`src/rtl/bch_decoder.sv`:
```
// Bit-serial BCH(63,56) decoder: syndrome S0 (parity) and S1 (GF(64), p(x)=x^6+x+1),
// then a Chien-style search that corrects a single error in the latched word.
module bch_decoder (
    input  logic        clk,
    input  logic        rst_n,
    input  logic        start,
    input  logic [62:0] R,
    output logic [62:0] C_out,
    output logic [55:0] D,
    output logic [1:0]  status,
    output logic        Decode_Done,
    output logic [2:0]  dbg_state
);

    // Handshake: R is sampled on the first IDLE edge that sees start=1. Decode_Done
    // stays high in DONE until start is seen low, so one start level yields one decode.
    typedef enum logic [2:0] {
        IDLE = 3'd0,
        SYN  = 3'd1,
        EVAL = 3'd2,
        SRCH = 3'd3,
        DONE = 3'd4
    } state_t;

    localparam logic [1:0] ST_OK    = 2'b00;
    localparam logic [1:0] ST_FIXED = 2'b01;
    localparam logic [1:0] ST_UNCOR = 2'b10;

    state_t      state_q, state_d;
    logic [62:0] w_q, w_d;
    logic        s0_q, s0_d;
    logic [5:0]  s1_q, s1_d;
    logic [5:0]  k_q, k_d;
    logic [5:0]  e_q, e_d;
    logic [5:0]  i_q, i_d;
    logic [1:0]  status_q, status_d;
    logic        done_q, done_d;

    // Multiply a GF(64) element by alpha: x^6 folds back as x+1.
    function automatic logic [5:0] mul_alpha(input logic [5:0] v);
        return {v[4:0], 1'b0} ^ (v[5] ? 6'b000011 : 6'b000000);
    endfunction

    always_comb begin
        state_d  = state_q;
        w_d      = w_q;
        s0_d     = s0_q;
        s1_d     = s1_q;
        k_d      = k_q;
        e_d      = e_q;
        i_d      = i_q;
        status_d = status_q;
        done_d   = done_q;

        case (state_q)
            IDLE: begin
                if (start) begin
                    w_d     = R;
                    s0_d    = 1'b0;
                    s1_d    = 6'd0;
                    k_d     = 6'd62;
                    state_d = SYN;
                end
            end
            SYN: begin
                // Horner evaluation from the top bit down leaves S1 = sum W[i]*alpha^i.
                s0_d = s0_q ^ w_q[k_q];
                s1_d = mul_alpha(s1_q) ^ {5'b00000, w_q[k_q]};
                if (k_q == 6'd0) begin
                    state_d = EVAL;
                end else begin
                    k_d = k_q - 6'd1;
                end
            end
            EVAL: begin
                if (!s0_q && (s1_q == 6'd0)) begin
                    status_d = ST_OK;
                    done_d   = 1'b1;
                    state_d  = DONE;
                end else if (s0_q && (s1_q != 6'd0)) begin
                    e_d     = 6'd1;
                    i_d     = 6'd0;
                    state_d = SRCH;
                end else begin
                    status_d = ST_UNCOR;
                    done_d   = 1'b1;
                    state_d  = DONE;
                end
            end
            SRCH: begin
                // alpha has order 63, so e walks every nonzero element and must hit S1.
                if (e_q == s1_q) begin
                    w_d      = w_q ^ (63'd1 << i_q);
                    status_d = ST_FIXED;
                    done_d   = 1'b1;
                    state_d  = DONE;
                end else begin
                    e_d = mul_alpha(e_q);
                    i_d = i_q + 6'd1;
                end
            end
            DONE: begin
                if (!start) begin
                    done_d  = 1'b0;
                    state_d = IDLE;
                end
            end
            default: begin
                done_d  = 1'b0;
                state_d = IDLE;
            end
        endcase
    end

    always_ff @(posedge clk or negedge rst_n) begin
        if (!rst_n) begin
            state_q  <= IDLE;
            w_q      <= 63'd0;
            s0_q     <= 1'b0;
            s1_q     <= 6'd0;
            k_q      <= 6'd0;
            e_q      <= 6'd0;
            i_q      <= 6'd0;
            status_q <= ST_OK;
            done_q   <= 1'b0;
        end else begin
            state_q  <= state_d;
            w_q      <= w_d;
            s0_q     <= s0_d;
            s1_q     <= s1_d;
            k_q      <= k_d;
            e_q      <= e_d;
            i_q      <= i_d;
            status_q <= status_d;
            done_q   <= done_d;
        end
    end

    assign C_out       = w_q;
    assign D           = w_q[62:7];
    assign status      = status_q;
    assign Decode_Done = done_q;
    assign dbg_state   = state_q;

endmodule

```
`config.mk`:
```
export PLATFORM = sky130hd
export DESIGN_NAME = bch_decoder
export DESIGN_NICKNAME = d
export VERILOG_FILES = /design/src/rtl/bch_decoder.sv
export SDC_FILE = /design/constraint.sdc
export NUM_CORES = 1
export LEC_CHECK = 0
export CORE_MARGIN = 4
export CORE_UTILIZATION = 43
export CTS_CLUSTER_DIAMETER = 40
export DETAILED_ROUTE_END_ITERATION = 12
export PLACE_DENSITY = 0.87
export SLEW_MARGIN = 20
export SYNTH_ARGS = -nofsm -noshare
export SYNTH_HDL_FRONTEND = slang
export SYNTH_SLANG_ARGS = --single-unit
```
`constraint.sdc`:
```
create_clock -name clk -period 2.3 [get_ports clk]
set_input_delay 0.46 -clock clk [delete_from_list [all_inputs] [get_ports clk]]
set_output_delay 0.46 -clock clk [all_outputs]
set_load 0.02 [all_outputs]
```
==> impl_metrics.env <==
export IMPL_core_area_um2=13900
export IMPL_routed_wl_um=22600
export IMPL_num_io_pins=191
export IMPL_synth_compound_area_share_pct=26.6
export IMPL_cts_hold_buffers=0
export IMPL_synthesis_nets=805
export IMPL_synth_edf_count=0
export IMPL_cts_sinks=94
export IMPL_final_util_pct=59.6
export IMPL_synthCells=731
export IMPL_num_rows=43
export IMPL_numCtsBuffers=9
export IMPL_htreeDepth=3
export IMPL_drv_cap=0
export IMPL_p_leak_nw=3.20
export IMPL_crit_path_end_kind="register"
export IMPL_final_max_slew_viol_count=0
export IMPL_n_antenna_cell=0
export IMPL_worst_path_stages=7
export IMPL_place_ws_ps=-10.2
export IMPL_grt_pass1_vias=6419
export IMPL_dp_hpwl_um=16200
export IMPL_via_per_inst=6.25
export IMPL_synth_top_area_cell="dfrtp_1"
export IMPL_syn_area_um2=6120
export IMPL_critical_path_top_delay_family="compound AO/OA/AOI/OAI gates"
export IMPL_initial_core_util_pct=43.9
export IMPL_status="complete, no violations"
export IMPL_worstSetupStartpoint="k_q[0]"
export IMPL_synthTopCellsByArea="dfrtp_1, a21oi_1, o21ai_0, buf_4, o22ai_1"
export IMPL_async_flop_share_pct=100
export IMPL_dieArea_um2=16200
export IMPL_finalSetupViolations=0
export IMPL_cp_arrival_ps=2510
export IMPL_critPathKind="reg2reg"
export IMPL_endpoint="s1_q[0]"
export IMPL_crit_path_start_kind="register"
export IMPL_multi_input_area_um2=3060
export IMPL_die_w_um=127
export IMPL_cp_max_fo=19
export IMPL_first_pass_iters=6
export IMPL_reg2reg_depth=7
export IMPL_critical_path_slowest_cell="mux4_2"
export IMPL_synth_xor_area_share_pct=2.00
export IMPL_drc=0
export IMPL_yosys_area_share_simple_pct=12.7
export IMPL_grt_max_degree=63
export IMPL_ant_nets=0
export IMPL_regArea_um2=2350
export IMPL_powerDensity_nw_per_um2=1490
export IMPL_nets=943
export IMPL_max_clock_freq_ghz=0.441
export IMPL_instances_no_fill=1054
export IMPL_vias=6591
export IMPL_synthAdderAreaFrac_pct=1.64
export IMPL_critPathMaxStageDelay_ps=490
export IMPL_ir_drop_v=0.000821
export IMPL_wl_per_cell_um=21.5
export IMPL_tritoncts="yes"
export IMPL_initialDrtViolationCount=753
export IMPL_synthFlopType="dfrtp_1"
export IMPL_die_y_um=127
export IMPL_grt_ovfl_total=0
export IMPL_yosysSeqAreaShare_pct=38.4
export IMPL_port_buffers=190
export IMPL_avgSynthCellArea_um2=8.37
export IMPL_clk_path_buf_depth=2
export IMPL_clk_latency_ps=350
export IMPL_hold_viol=0
export IMPL_fin_worst_skew_ps=13.3
export IMPL_num_fill_cells=1194
export IMPL_ys_types=51
export IMPL_yosysMostFrequentCell="a21oi_1"
export IMPL_synth_top_area_share_pct=38.4
export IMPL_path_cells="buf_12, mux2i_1, mux4_2, o2111ai_2, nand3_2, a21o_1, a32o_1"
export IMPL_tightest_slew_ps=635
export IMPL_grt_pass1_wl_um=35100
export IMPL_hold_class="in2async"
export IMPL_gp_congestion=0.977
export IMPL_dp_cells=1038
export IMPL_antenna_found_initial=0
export IMPL_synth_top_family_by_area="compound AO/OA/AOI/OAI gates"
export IMPL_reg2reg_from="k_q[0]"
export IMPL_min_period_over_period_pct=98.6
export IMPL_slew_headroom_pct=57.6
export IMPL_cts_reportedPaths_clkPinSlew_ps=70
export IMPL_reg2reg_slack_ps=30
export IMPL_final_setup_worst_slack_ps=31.9
export IMPL_yosysWarnings=0
export IMPL_crit_buf_inv=1
export IMPL_cp_required_ps=2540
export IMPL_root_buffer="clkbuf_16"
export IMPL_layout_drive_gt1_share_pct=9.61
export IMPL_synthMuxAreaShare_pct=6.66
export IMPL_post_cts_buffers=0
export IMPL_period_needed_ps=2270
export IMPL_synthToLayoutAreaGrowth_pct=35.7
export IMPL_rr_endpoint="s1_q[0]"
export IMPL_synth_commonest_cells="a21oi_1, dfrtp_1, o21ai_0"
export IMPL_ys_ff_latch=94
export IMPL_gr_usage_all_layers_pct=27.2
metrics by stage:
step	area [µm²]	TNS (ps)	hold slack [ps]	total power, mW
2_1_floorplan	6120	0	164	7.81
3_3_place_gp	8010	0	397	10.6
3_5_place_dp	8010	-10.2	403	10.8
4_1_cts	8290	0	39.7	12.2
5_1_grt	8300	-2.78	51.5	13.0
6_report	8300	0	32.8	12.3
worst reg2reg max path, cell delays in order (launching register included):
cell and delay, ps:
dfrtp_2 480, buf_12 190, mux2i_1 150, mux4_2 490
o2111ai_2 230, nand3_2 150, a21o_1 210, a32o_1 260
flip-flops by register name, indices dropped and copies added, names as in the netlist:
signal,flops
C_out,63
e_q,6
i_q,6
k_q,6
s1_q,6
dbg_state,3
status,2
Decode_Done,1
s0_q,1
how the worst min path moves through the flow:
stage                 to  slack (ps)  cells past startpoint
2_1_floorplan   C_out[0]         160                      0
3_3_place_gp   C_out[12]         400                      1
3_5_place_dp   C_out[13]         400                      1
4_1_cts         C_out[5]          40                      1
5_1_grt         C_out[5]          50                      1
6_report        C_out[5]          30                      1
repair_timing:
action,4_1_cts,5_1_grt
cloned,0,0
setup endpoints to repair,1,5
resized for setup,1,4
report_power, final:
part | switching [mW] | total [mW] | internal [mW] | leakage [nW]
logic | 3.93 | 7.39 | 3.46 | 1.97
clock network | 0.662 | 1.43 | 0.770 | 0.137
registers | 1.13 | 3.52 | 2.38 | 1.09
total | 5.73 | 12.3 | 6.61 | 3.20
metal layers:
layer | track usage (%) | routed length [µm] | vias to the layer above
li1 | - | - | 2878
met1 | 37.3 | 8580 | 3057
met2 | 42.0 | 10400 | 575
met3 | 5.43 | 2830 | 81
met4 | 11.7 | 806 | 0
met5 | 0 | 0 | -
layout make-up:
cell class / count / area share [%]
Tap cell: 180 / 2.71
Timing Repair Buffer: 238 / 28.2
Sequential cell: 94 / 28.4
Clock inverter: 4 / 0.377
Multi-Input combinational cell: 512 / 36.8
Clock buffer: 12 / 2.97
Inverter: 14 / 0.633
kinds of logic (layout without fill, tap and decap cells):
group                    count (synthesis)  count (layout)
AO/OA/AOI/OAI                          298             298
XOR/XNOR                                14              14
adder cells (fa/ha/maj)                  8               8
buffers and inverters                  125             268
flip-flops                              94              94
multiplexers                            30              30
AND/OR/NAND/NOR                        162             162
layout by cell type (no fill, tap or decap), types with 3 or more instances in the layout:
cell type	n
buf_12	6
nor3_1	22
mux4_2	6
nand2_1	75
o21ai_0	93
nor2_1	11
clkbuf_16	9
buf_4	42
dfrtp_1	92
nor3b_1	3
mux2i_1	22
xnor2_1	12
and2_1	3
o22ai_1	48
or3_1	3
ha_1	8
a21oi_1	134
inv_1	13
clkdlybuf4s50_1	189
nand2b_1	3
a22o_1	4
or3b_2	4
nand3_1	18
nand3b_1	5
Power figures use the tool's default switching activity.
